**src/rtl/shift_pkg.sv**
```systemverilog
// Shared constants for the shift register and its parallel-to-serial feeder.
package shift_pkg;

  localparam int unsigned SHIFT_W = 8;

  localparam logic DIR_LEFT  = 1'b0;
  localparam logic DIR_RIGHT = 1'b1;

  typedef enum logic [1:0] {
    ST_IDLE  = 2'd0,
    ST_SHIFT = 2'd1,
    ST_DONE  = 2'd2
  } state_t;

endpackage

```
**src/rtl/shift_feeder.sv**
```systemverilog
// Parallel-to-serial feeder: accepts a word and drives din/sl/sr of the downstream
// shift register for WIDTH presented cycles, with pause and a one-cycle done pulse.
module shift_feeder
  import shift_pkg::*;
#(
  parameter int unsigned WIDTH = SHIFT_W,
  parameter int unsigned CNT_W = 3
) (
  input  logic             clk,
  input  logic             reset,
  input  logic             in_valid,
  output logic             in_ready,
  input  logic [WIDTH-1:0] data_in,
  input  logic             dir,
  input  logic             hold,
  output logic             sl,
  output logic             sr,
  output logic             din,
  output logic             busy,
  output logic             done
);

  state_t             state_q, state_d;
  logic [WIDTH-1:0]   word_q, word_d;
  logic               dir_q, dir_d;
  logic [CNT_W-1:0]   cnt_q, cnt_d;
  logic               sl_q, sl_d, sr_q, sr_d, din_q, din_d;
  logic               busy_q, busy_d, done_q, done_d, ready_q, ready_d;

  logic               accept, strobe, last;
  logic               next_bit;
  logic [WIDTH-1:0]   word_shifted;

  assign accept       = in_valid & ready_q;
  assign strobe       = sl_q | sr_q;
  assign last         = (cnt_q == CNT_W'(WIDTH - 1));
  assign next_bit     = (dir_q == DIR_RIGHT) ? word_q[0] : word_q[WIDTH-1];
  assign word_shifted = (dir_q == DIR_RIGHT) ? (word_q >> 1) : (word_q << 1);

  // Outputs are registered, so each branch computes what the next cycle presents.
  always_comb begin
    state_d = state_q;
    word_d  = word_q;
    dir_d   = dir_q;
    cnt_d   = cnt_q;
    sl_d    = 1'b0;
    sr_d    = 1'b0;
    din_d   = din_q;
    busy_d  = busy_q;
    done_d  = 1'b0;
    ready_d = ready_q;
    case (state_q)
      ST_IDLE: begin
        ready_d = 1'b1;
        busy_d  = 1'b0;
        din_d   = 1'b0;
        if (accept) begin
          state_d = ST_SHIFT;
          dir_d   = dir;
          cnt_d   = '0;
          sl_d    = (dir == DIR_LEFT);
          sr_d    = (dir == DIR_RIGHT);
          din_d   = (dir == DIR_RIGHT) ? data_in[0] : data_in[WIDTH-1];
          word_d  = (dir == DIR_RIGHT) ? (data_in >> 1) : (data_in << 1);
          busy_d  = 1'b1;
          ready_d = 1'b0;
        end
      end
      ST_SHIFT: begin
        busy_d  = 1'b1;
        ready_d = 1'b0;
        if (strobe && last) begin
          state_d = ST_DONE;
          din_d   = 1'b0;
          done_d  = 1'b1;
          busy_d  = 1'b0;
        end else begin
          if (strobe) cnt_d = cnt_q + 1'b1;
          // A held cycle presents nothing and leaves din on its previous bit.
          if (!hold) begin
            sl_d   = (dir_q == DIR_LEFT);
            sr_d   = (dir_q == DIR_RIGHT);
            din_d  = next_bit;
            word_d = word_shifted;
          end
        end
      end
      ST_DONE: begin
        state_d = ST_IDLE;
        ready_d = 1'b1;
        busy_d  = 1'b0;
        din_d   = 1'b0;
      end
      default: begin
        state_d = ST_IDLE;
        ready_d = 1'b1;
        busy_d  = 1'b0;
        din_d   = 1'b0;
      end
    endcase
  end

  always_ff @(posedge clk) begin
    if (!reset) begin
      state_q <= ST_IDLE;
      word_q  <= '0;
      dir_q   <= DIR_LEFT;
      cnt_q   <= '0;
      sl_q    <= 1'b0;
      sr_q    <= 1'b0;
      din_q   <= 1'b0;
      busy_q  <= 1'b0;
      done_q  <= 1'b0;
      ready_q <= 1'b1;
    end else begin
      state_q <= state_d;
      word_q  <= word_d;
      dir_q   <= dir_d;
      cnt_q   <= cnt_d;
      sl_q    <= sl_d;
      sr_q    <= sr_d;
      din_q   <= din_d;
      busy_q  <= busy_d;
      done_q  <= done_d;
      ready_q <= ready_d;
    end
  end

  assign in_ready = ready_q;
  assign sl       = sl_q;
  assign sr       = sr_q;
  assign din      = din_q;
  assign busy     = busy_q;
  assign done     = done_q;

endmodule

```
**config.mk**
```make
export PLATFORM = sky130hd
export DESIGN_NAME = shift_feeder
export DESIGN_NICKNAME = d
export VERILOG_FILES = /design/src/rtl/shift_pkg.sv /design/src/rtl/shift_feeder.sv
export SDC_FILE = /design/constraint.sdc
export NUM_CORES = 1
export LEC_CHECK = 0
export ABC_CLOCK_PERIOD_IN_PS = 2930
export BUFFER_PORTS_ARGS = -buffer_cell sky130_fd_sc_hd__buf_2
export CAP_MARGIN = 40
export CORE_UTILIZATION = 55
export DETAILED_ROUTE_END_ITERATION = 8
export PLACE_DENSITY = 0.79
export SLEW_MARGIN = 20
export SYNTH_ARGS = -nofsm -noshare
export SYNTH_HDL_FRONTEND = slang
export SYNTH_SLANG_ARGS = --single-unit
```
**constraint.sdc**
```tcl
create_clock -name clk -period 2.93 [get_ports clk]
set_input_delay 0.293 -clock clk [delete_from_list [all_inputs] [get_ports clk]]
set_output_delay 0.293 -clock clk [all_outputs]
set_load 0.05 [all_outputs]
```
==> flow_metrics.env, run 1 <==
export IMPL_syn_nets=127
export IMPL_io_buffers=18
export IMPL_pre_cts_ws_ns=1.050
export IMPL_post_dp_cell_area_um2=1139
export IMPL_drc_errors=0
export IMPL_grtUsageTotal=0.2327
export IMPL_rsz0062_at_grt="false"
export IMPL_fin_crit_sh=0.6442
export IMPL_synth_area_mux_share=0.08521
export IMPL_ant_nets=0
export IMPL_cts_setup_buffers=0
export IMPL_power_per_cell_area_nw_per_um2=558.6
export IMPL_yosys_warnings=0
export IMPL_r2r_setup_slack_ns=1.04
export IMPL_cp_max_fo=14
export IMPL_path_clk_slew_ns=0.11
export IMPL_hold_violations=0
export IMPL_insertedDiodeCount=0
export IMPL_synth_compound_area_frac=0.2686
export IMPL_hpwl_um=1530
export IMPL_end_kind="register"
export IMPL_clockBufferDepth=2
export IMPL_insertion_delay_ns=0.30
export IMPL_finalSetupViolations=0
export IMPL_wirelength_um=2073
export IMPL_overflow=0
export IMPL_cts_hold_buf=0
export IMPL_cts_root_buffer_cell="clkbuf_4"
export IMPL_final_common_cell="dfxtp_1"
export IMPL_drive_gt1_frac=0.2109
export IMPL_area_delta_synth_final_pct=12.66
export IMPL_grt_max_degree=19
export IMPL_drt_initial_drc_count=14
export IMPL_ys_types=29
export IMPL_rows=15
export IMPL_crit_arrival_ns=2.09
export IMPL_ios=19
export IMPL_r2r_start="cnt_q[0]$_SDFFE_PN0P_"
export IMPL_ys_seq_area_frac=0.3787
export IMPL_syn_instance_count=112
export IMPL_clock_skew_ns=0.0006503
export IMPL_maxSlewHeadroom=0.5643
export IMPL_drt_pass1_iterations=4
export IMPL_maxCapViolCount=0
export IMPL_fin_area_um2=1191
export IMPL_crit_type="reg2reg"
export IMPL_setup_slack_ns=1.042
export IMPL_synth_cell_area_um2=1057
export IMPL_hold_ws_ns=0.3373
export IMPL_grt_pass1_vias=753
export IMPL_syn_avg_cell_area_um2=9.440
export IMPL_finalSetupTns_ns=0
export IMPL_cts_buffers=3
export IMPL_vias=870
export IMPL_wire_per_inst_um=13.55
export IMPL_die_w_um=45.85
export IMPL_tritoncts="built"
export IMPL_nNetsFinal=144
export IMPL_required_ns=3.13
export IMPL_hold_start="in_valid"
export IMPL_status="completed"
export IMPL_min_path_type="in2reg"
export IMPL_crit_path_start_kind="register"
export IMPL_synth_top_family_by_area="compound AO/OA/AOI/OAI gates"
export IMPL_min_period_ns=1.888
export IMPL_mostFrequentLayoutCells="dfxtp_1 (20), buf_2 (18), nand2_1 (11), mux2i_1 (9), nor2b_1 (9)"
export IMPL_leakagePower_nw=0.5057
export IMPL_grt_first_pass_wirelength_um=3381
export IMPL_synth_fa_ha_area_frac=0.02367
export IMPL_yosys_area_share_simple=0.2024
export IMPL_tightestPinTransition_ns=0.6535
export IMPL_synthXorXnorAreaFrac=0
export IMPL_gp_congestion=0.7929
export IMPL_die_area_um2=2102
export IMPL_antenna_found_initial=0
export IMPL_ys_seq_elements=20
export IMPL_post_cts_resized=0
export IMPL_maxClockFrequency_mhz=529.8
export IMPL_peakVddDrop_mv=0.5038
export IMPL_start_util=0.5993
export IMPL_n_fill_cell=168
export IMPL_chipHeight_um=45.85
export IMPL_cts_sinks=20
export IMPL_vias_per_cell=5.686
export IMPL_core_um2=1764
export IMPL_h_tree_depth=1
export IMPL_drv_slew=0
export IMPL_critPathLaunch="cnt_q[0]$_SDFFE_PN0P_"
## layer usage
layer	global-route usage	wire length [µm]	vias up
li1	-	-	442
met1	0.3317	1057	413
met2	0.3239	915	10
met3	0.03571	46	5
met4	0.1412	53	0
met5	0	0	-
## power by group
part / leakage (nW) / internal [mW] / total, mW / switching [mW]
sequential: 0.164 / 0.291 / 0.310 / 0.0184
clock: 0.0279 / 0.138 / 0.224 / 0.0857
combinational: 0.314 / 0.0552 / 0.132 / 0.0764
## per-stage QoR
stage               instances  utilization  power [mW]
floorplan                 112            -      0.4193
detailed placement        149       0.6454      0.4465
CTS                       153       0.6752      0.6687
global placement          149       0.6454      0.4431
finish                    153       0.6752      0.6654
global route              153       0.6752      0.6971
## state kept, by name (all words and copies together) (netlist names)
signal,cells
word_q,8
in_ready,1
sr,1
cnt_q,3
busy,1
sl,1
done,1
state_q,2
dir_q,1
din,1
## worst paths after layout
kind,cells past startpoint,to
setup reg to reg,6,word_q[0]$_SDFFE_PN0P_
hold / removal,3,in_ready$_SDFF_PN1_
setup / recovery,6,word_q[0]$_SDFFE_PN0P_
hold reg to reg,2,word_q[3]$_SDFFE_PN0P_
## cell usage after synthesis (all sizes together)
library cell,instances,share of area
a211o,6,0.050
a211oi,6,0.043
a21boi,7,0.064
a21oi,4,0.019
a22oi,2,0.014
a311o,2,0.019
and2,4,0.024
and3,3,0.018
buf,4,0.031
clkbuf,2,0.0071
dfxtp,20,0.38
ha,2,0.024
inv,1,0.0035
mux2i,9,0.085
nand2,11,0.039
nand2b,2,0.012
nand4bb,1,0.011
nor2,4,0.014
nor2b,9,0.053
nor3,4,0.019
nor3b,1,0.0071
o21a,1,0.0071
o21ai,2,0.0095
o311a,2,0.019
o31a,2,0.025
or2,1,0.0059
## critical path, cell delays in order (launching register included)
cell and delay, ns:
dfxtp_1 0.34, ha_1 0.19, ha_1 0.21, o21a_1 0.17
o31a_4 0.42, a311o_1 0.34, o311a_1 0.12
## cells by family after synthesis
logic type / after synthesis
and+or+nand+nor: 40
muxes: 9
DFF: 20
buffers and inverters: 7
AOI/OAI and AO/OA: 34
adders and majority gates: 2
## final cells by class
type | instances | area, µm² | share of cell area
clock inverter | 1 | 30.03 | 0.02521
multi-input combinational | 85 | 613.1 | 0.5147
timing repair buffer | 18 | 90.09 | 0.07563
inverter | 1 | 3.754 | 0.003151
tap | 25 | 31.28 | 0.02626
sequential | 20 | 400.4 | 0.3361
clock buffer | 3 | 22.52 | 0.01891
Power figures use the tool's default switching activity.
==> run 2, diff against run 1 <==
--- a/config.mk
+++ b/config.mk
@@ -5,12 +5,12 @@
 export SDC_FILE = /design/constraint.sdc
 export NUM_CORES = 1
 export LEC_CHECK = 0
-export ABC_CLOCK_PERIOD_IN_PS = 2930
+export ABC_CLOCK_PERIOD_IN_PS = 1800
 export BUFFER_PORTS_ARGS = -buffer_cell sky130_fd_sc_hd__buf_2
 export CAP_MARGIN = 40
-export CORE_UTILIZATION = 55
+export CORE_UTILIZATION = 53
 export DETAILED_ROUTE_END_ITERATION = 8
-export PLACE_DENSITY = 0.79
+export PLACE_DENSITY = 0.76
 export SLEW_MARGIN = 20
 export SYNTH_ARGS = -nofsm -noshare
 export SYNTH_HDL_FRONTEND = slang
==> constraint.sdc (replaced) <==
create_clock -name clk -period 1.8 [get_ports clk]
set_input_delay 0.18 -clock clk [delete_from_list [all_inputs] [get_ports clk]]
set_output_delay 0.18 -clock clk [all_outputs]
set_load 0.05 [all_outputs]
==> run 2 against run 1 <==
Net effect: combinational power is 82% higher; first-iteration DRC count is 140% higher; routed wire length is 15% higher; sequential share of layout area is 1.5 points lower; power is 68% higher; clock-buffer cell count stayed put; hold slack worse by 0.12 ns; critical path type unchanged; critical endpoint is now word_q[7]$_SDFFE_PN0P_.
==> flow_metrics.env, run 2 (synthesis results as in run 1) <==
export IMPL_rows=15
export IMPL_area_delta_synth_final_pct=18.22
export IMPL_overflow=0
export IMPL_core_um2=1802
export IMPL_vias_per_cell=5.849
export IMPL_hpwl_um=1526
export IMPL_holdPathEnd="in_ready$_SDFF_PN1_"
export IMPL_clock_skew_ns=0.004863
export IMPL_wirelength_um=2391
export IMPL_fin_util=0.6938
export IMPL_crit_arrival_ns=1.95
export IMPL_drive_gt1_frac=0.2761
export IMPL_chipHeight_um=46.67
export IMPL_r2r_setup_slack_ns=0.06
export IMPL_power_per_cell_area_nw_per_um2=893.0
export IMPL_die_w_um=46.67
export IMPL_clockBufferDepth=2
export IMPL_tritoncts="built"
export IMPL_switching_power_uw=312.9
export IMPL_tightestPinTransition_ns=0.5304
export IMPL_layout_area_seq_um2=401.6
export IMPL_hold_violations=0
export IMPL_maxCapViolCount=0
export IMPL_io_buffers=18
export IMPL_clock_power_share=0.333
export IMPL_cts_root_buffer_cell="clkbuf_4"
export IMPL_maxSlewHeadroom=0.6459
export IMPL_gp_congestion=0.7995
export IMPL_r2r_end="word_q[7]$_SDFFE_PN0P_"
export IMPL_cts_sinks=20
export IMPL_setup_slack_ns=0.06181
export IMPL_fin_crit_sh=0.9657
export IMPL_regMostFlops="word_q"
export IMPL_leakagePower_nw=0.5304
export IMPL_multi_input_area_um2=633.1
export IMPL_power_internal_uw=803.2
export IMPL_crit_type="reg2reg"
export IMPL_largest_reg_flops=8
export IMPL_min_path_type="in2reg"
export IMPL_nNetsFinal=150
export IMPL_swShare=0.2804
export IMPL_grtUsageTotal=0.2450
export IMPL_r2r_start="cnt_q[0]$_SDFFE_PN0P_"
export IMPL_grt_pass1_vias=815
export IMPL_combPwrFrac=0.215
export IMPL_die_area_um2=2178
export IMPL_ios=19
export IMPL_cp_max_fo=7
export IMPL_ant_nets=0
export IMPL_rr_worst_depth=6
export IMPL_h_tree_depth=1
export IMPL_required_ns=2.01
export IMPL_drc_errors=0
export IMPL_grt_max_degree=18
export IMPL_insertion_delay_ns=0.31
export IMPL_grt_first_pass_wirelength_um=3698
export IMPL_cts_buffers=3
export IMPL_use_met1=0.3571
export IMPL_peakVddDrop_mv=0.5748
export IMPL_n_fill_cell=141
export IMPL_finalSetupViolations=0
export IMPL_seq_power_share=0.452
export IMPL_numPlacedInstances=153
export IMPL_vias=930
export IMPL_min_path_cells=3
export IMPL_wire_per_inst_um=15.04
export IMPL_insertedDiodeCount=0
export IMPL_cts_hold_buf=0
export IMPL_status="completed"
export IMPL_drv_slew=0
export IMPL_antenna_found_initial=0
export IMPL_rsz0062_at_grt="false"
export IMPL_end_kind="register"
export IMPL_start_util=0.5868
export IMPL_hold_start="in_valid"
export IMPL_finalSetupTns_ns=0
export IMPL_drt_initial_drc_count=34
export IMPL_grt_util_met2=0.3528
export IMPL_busiest_layer="met1"
export IMPL_drt_pass1_iterations=4
export IMPL_crit_path_start_kind="register"
export IMPL_final_common_cell="dfxtp_1"
export IMPL_final_cells=159
export IMPL_reg_top3="word_q x8, cnt_q x3, state_q x2"
export IMPL_path_clk_slew_ns=0.12
export IMPL_min_period_ns=1.738
export IMPL_maxClockFrequency_mhz=575.3
export IMPL_mostFrequentLayoutCells="dfxtp_1 (19), buf_2 (18), nand2_1 (11), mux2i_1 (9), nor2b_1 (9)"
export IMPL_grtUsageMet3=0.02353
export IMPL_pre_cts_ws_ns=-0.03439
run 2: worst max-delay path by stage:
stage | end | start | slack, ns
2_1_floorplan | word_q[2]$_SDFFE_PN0P_ | cnt_q[0]$_SDFFE_PN0P_ | 0.06
3_3_place_gp | word_q[0]$_SDFFE_PN0P_ | cnt_q[0]$_SDFFE_PN0P_ | 0.02
3_5_place_dp | word_q[0]$_SDFFE_PN0P_ | cnt_q[0]$_SDFFE_PN0P_ | -0.03
4_1_cts | word_q[0]$_SDFFE_PN0P_ | cnt_q[0]$_SDFFE_PN0P_ | 0.01
5_1_grt | word_q[7]$_SDFFE_PN0P_ | cnt_q[0]$_SDFFE_PN0P_ | 0.01
6_report | word_q[7]$_SDFFE_PN0P_ | cnt_q[0]$_SDFFE_PN0P_ | 0.06
run 2: cell type report:
| class | count | area share |
|---|---|---|
| Multi-Input combinational cell | 86 | 0.5065 |
| Sequential cell | 20 | 0.3213 |
| Timing Repair Buffer | 23 | 0.1021 |
| Tap cell | 25 | 0.02503 |
| Clock inverter | 1 | 0.02402 |
| Clock buffer | 3 | 0.01802 |
| Inverter | 1 | 0.003003 |
run 2: critical path, cell delays in order, from the launching register on:
cell and delay (ns):
dfxtp_2 0.35, ha_2 0.18, ha_2 0.18, o21a_1 0.15, o31a_4 0.38, a311o_1 0.28
o311a_1 0.12
run 2: per-stage QoR:
step                      total power [mW]  hold slack [ns]  area, µm²
after floorplan                     0.6826           0.3297       1057
after global placement              0.7324           0.4503       1169
after detailed placement            0.7373           0.4624       1169
after CTS                            1.110           0.2185       1229
after global routing                 1.167           0.2431       1250
final                                1.116           0.2138       1250
run 2: power by group through the flow:
stage                     clock network, mW  logic, mW  registers [mW]
after floorplan                           0      0.151           0.531
after global placement                    0      0.220           0.512
after detailed placement                  0      0.224           0.513
after CTS                             0.376      0.230           0.504
after global routing                  0.397      0.261           0.509
final                                 0.372      0.240           0.505
run 2: what timing repair did:
action | CTS | global route
gates resized for setup | 0 | 4
pin swaps | 1 | 3
setup buffers | 1 | 0
endpoints found under the hold margin | 0 | 0
cloned | 0 | 1
setup endpoints to repair | 2 | 4
run 2: layer usage:
| metal | wire length (µm) | vias up |
|---|---|---|
| li1 | - | 461 |
| met1 | 1145 | 434 |
| met2 | 1089 | 28 |
| met3 | 98 | 7 |
| met4 | 59 | 0 |
| met5 | 0 | - |
==> run 3, diff against run 2 <==
--- a/config.mk
+++ b/config.mk
@@ -5,13 +5,14 @@
 export SDC_FILE = /design/constraint.sdc
 export NUM_CORES = 1
 export LEC_CHECK = 0
+export ABC_AREA = 1
 export ABC_CLOCK_PERIOD_IN_PS = 1800
 export BUFFER_PORTS_ARGS = -buffer_cell sky130_fd_sc_hd__buf_2
 export CAP_MARGIN = 40
-export CORE_UTILIZATION = 53
+export CORE_UTILIZATION = 55
 export DETAILED_ROUTE_END_ITERATION = 8
-export PLACE_DENSITY = 0.76
-export SLEW_MARGIN = 20
+export PLACE_DENSITY = 0.78
+export SLEW_MARGIN = 30
 export SYNTH_ARGS = -nofsm -noshare
 export SYNTH_HDL_FRONTEND = slang
 export SYNTH_SLANG_ARGS = --single-unit
==> run 3 against run 2 <==
Net effect: power is 4.9% higher; clock-buffer cell count stayed put; first-iteration DRC count is 110% higher; global-route usage is 0.23 points higher; fmax is 22% higher; critical path type unchanged.
==> flow_metrics.env, run 3 <==
export IMPL_nNetsFinal=233
export IMPL_grt_first_pass_wirelength_um=3939
export IMPL_overflow=0
export IMPL_area_delta_synth_final_pct=13.52
export IMPL_seq_power_share=0.430
export IMPL_drt_initial_drc_count=71
export IMPL_min_period_ns=1.430
export IMPL_core_um2=1982
export IMPL_final_common_cell="nand2_1"
export IMPL_grt_max_degree=16
export IMPL_mostFrequentLayoutCells="nand2_1 (65), nor2_1 (39), inv_1 (27), nand3_1 (26), dfxtp_1 (20)"
export IMPL_finalSetupViolations=0
export IMPL_n_fill_cell=186
export IMPL_die_w_um=48.05
export IMPL_wirelength_um=2563
export IMPL_start_util=0.5884
export IMPL_synthArstFlopShare=0
export IMPL_largest_reg_flops=8
export IMPL_synth_edf_count=0
export IMPL_required_ns=2.04
export IMPL_insertion_delay_ns=0.31
export IMPL_drt_pass1_iterations=4
export IMPL_hold_violations=0
export IMPL_route_met2_wl_um=1157
export IMPL_tritoncts="built"
export IMPL_maxCapViolCount=0
export IMPL_numPlacedInstances=240
export IMPL_gp_congestion=0.8070
export IMPL_wl_met3_um=172
export IMPL_cts_setup_buffers=0
export IMPL_cts_buffers=3
export IMPL_path_clk_slew_ns=0.12
export IMPL_post_cts_resized=0
export IMPL_maxClockFrequency_mhz=699.3
export IMPL_vias_per_cell=5.057
export IMPL_combPwrFrac=0.255
export IMPL_fin_crit_sh=0.7944
export IMPL_synthFlopType="dfxtp_1"
export IMPL_io_buffers=18
export IMPL_maxSlewHeadroom=0.7519
export IMPL_chipHeight_um=48.05
export IMPL_wire_per_inst_um=10.50
export IMPL_yosysTopAreaCell="dfxtp_1"
export IMPL_antenna_found_initial=0
export IMPL_synth_most_common_cell="nand2_1"
export IMPL_yosys_warnings=0
export IMPL_final_cells=244
export IMPL_ys_seq_elements=20
export IMPL_die_area_um2=2308
export IMPL_reg_top3="word_q x8, cnt_q x3, state_q x2"
export IMPL_rsz0062_at_grt="false"
export IMPL_synthTopCellsByArea="dfxtp_1 (34%), nand2_1 (21%), nor2_1 (13%)"
export IMPL_finalSetupTns_ns=0
export IMPL_routed_top_layer="met4"
export IMPL_cts_sinks=20
export IMPL_power_internal_uw=806.4
export IMPL_min_path_type="in2reg"
export IMPL_switching_power_uw=364.1
export IMPL_swShare=0.3111
export IMPL_drive_gt1_frac=0.1290
export IMPL_h_tree_depth=1
export IMPL_end_kind="register"
export IMPL_rows=16
export IMPL_peakVddDrop_mv=0.6487
export IMPL_hpwl_um=1894
export IMPL_ant_nets=0
export IMPL_ys_types=17
export IMPL_clock_skew_ns=0.008452
export IMPL_ios=19
export IMPL_drv_slew=0
export IMPL_wl_met1_um=1199
export IMPL_synth_top_area_share=0.3433
export IMPL_regMostFlops="word_q"
export IMPL_crit_type="reg2reg"
export IMPL_grtUsageTotal=0.2473
export IMPL_leakagePower_nw=0.7396
export IMPL_vias=1234
export IMPL_syn_nets=213
export IMPL_ys_seq_area_frac=0.3433
export IMPL_tightestPinTransition_ns=0.3712
export IMPL_syn_avg_cell_area_um2=5.889
export IMPL_hold_ws_ns=0.1706
export IMPL_cts_root_buffer_cell="clkbuf_4"
export IMPL_drc_errors=0
export IMPL_status="completed"
export IMPL_cts_hold_buf=0
export IMPL_grt_pass1_vias=926
export IMPL_synth_common_cells="nand2_1 (65), nor2_1 (39), inv_1 (27), nand3_1 (26), dfxtp_1 (20)"
export IMPL_insertedDiodeCount=0
export IMPL_cp_max_fo=8
export IMPL_crit_arrival_ns=1.67
export IMPL_syn_instance_count=198
export IMPL_synth_cell_area_um2=1166
export IMPL_clockBufferDepth=2
export IMPL_power_per_cell_area_nw_per_um2=884.2
export IMPL_clock_power_share=0.315
export IMPL_crit_path_start_kind="register"
==> run 3: cell count changes after synthesis, sizes merged, moves of 6 or more <==
cell	delta
nand2	+55
nor2	+37
inv	+27
nand3	+26
mux2i	-9
nor2b	-9
a21boi	-7
a211o	-6
a211oi	-6
==> run 3: per-stage QoR <==
stage | power, mW | util | setup slack (ns) | cell area (µm²)
finish | 1.171 | 0.6679 | 0.3700 | 1324
detailed placement | 0.8073 | 0.6414 | 0.3927 | 1271
global placement | 0.8017 | 0.6414 | 0.4120 | 1271
floorplan | 0.7432 | - | 0.4251 | 1166
CTS | 1.178 | 0.6679 | 0.3807 | 1324
global route | 1.244 | 0.6679 | 0.1552 | 1324
==> run 3: final cells by class <==
cell class	instances	area, µm²	area share
Clock buffer	3	22.52	0.01701
Clock inverter	1	30.03	0.02268
Sequential cell	20	400.4	0.3025
Tap cell	27	33.78	0.02552
Inverter	29	108.9	0.08223
Timing Repair Buffer	20	105.1	0.07940
Multi-Input combinational cell	144	623.1	0.4707
==> run 3: cell families after synthesis <==
family | after synthesis | share of synthesized area
adders and majority gates | 2 | 0.02146
DFF | 20 | 0.3433
and+or+nand+nor | 134 | 0.4764
buffers and inverters | 34 | 0.1223
AOI/OAI and AO/OA | 8 | 0.03648
==> run 3: routing by layer <==
layer	vias up	GRT usage
met4	0	0.08333
met1	538	0.3612
met3	5	0.03396
met2	50	0.3703
met5	-	0
li1	641	-
==> run 3: critical path, stage by stage (launching register included) <==
cell	delay (ns)
dfxtp_1	0.34
ha_1	0.20
ha_1	0.19
o21ai_0	0.13
nand2_1	0.25
nand3_1	0.13
nand2_1	0.05
nor2_1	0.09
==> run 3: worst paths after layout <==
check | startpoint | to | slack, ns | cells past startpoint
worst min-delay path | reset | word_q[7]$_SDFFE_PN0P_ | 0.17 | 3
worst min register to register | cnt_q[1]$_SDFFE_PN0P_ | cnt_q[1]$_SDFFE_PN0P_ | 0.53 | 4
worst max register to register | cnt_q[0]$_SDFFE_PN0P_ | word_q[4]$_SDFFE_PN0P_ | 0.37 | 7
worst max-delay path | cnt_q[0]$_SDFFE_PN0P_ | word_q[4]$_SDFFE_PN0P_ | 0.37 | 7
==> run 3: power by group through the flow <==
stage	registers (mW)	clock network (mW)	logic, mW
after floorplan	0.540	0	0.204
after global placement	0.511	0	0.290
after detailed placement	0.514	0	0.294
after CTS	0.503	0.378	0.297
after global routing	0.507	0.393	0.343
final	0.504	0.369	0.298
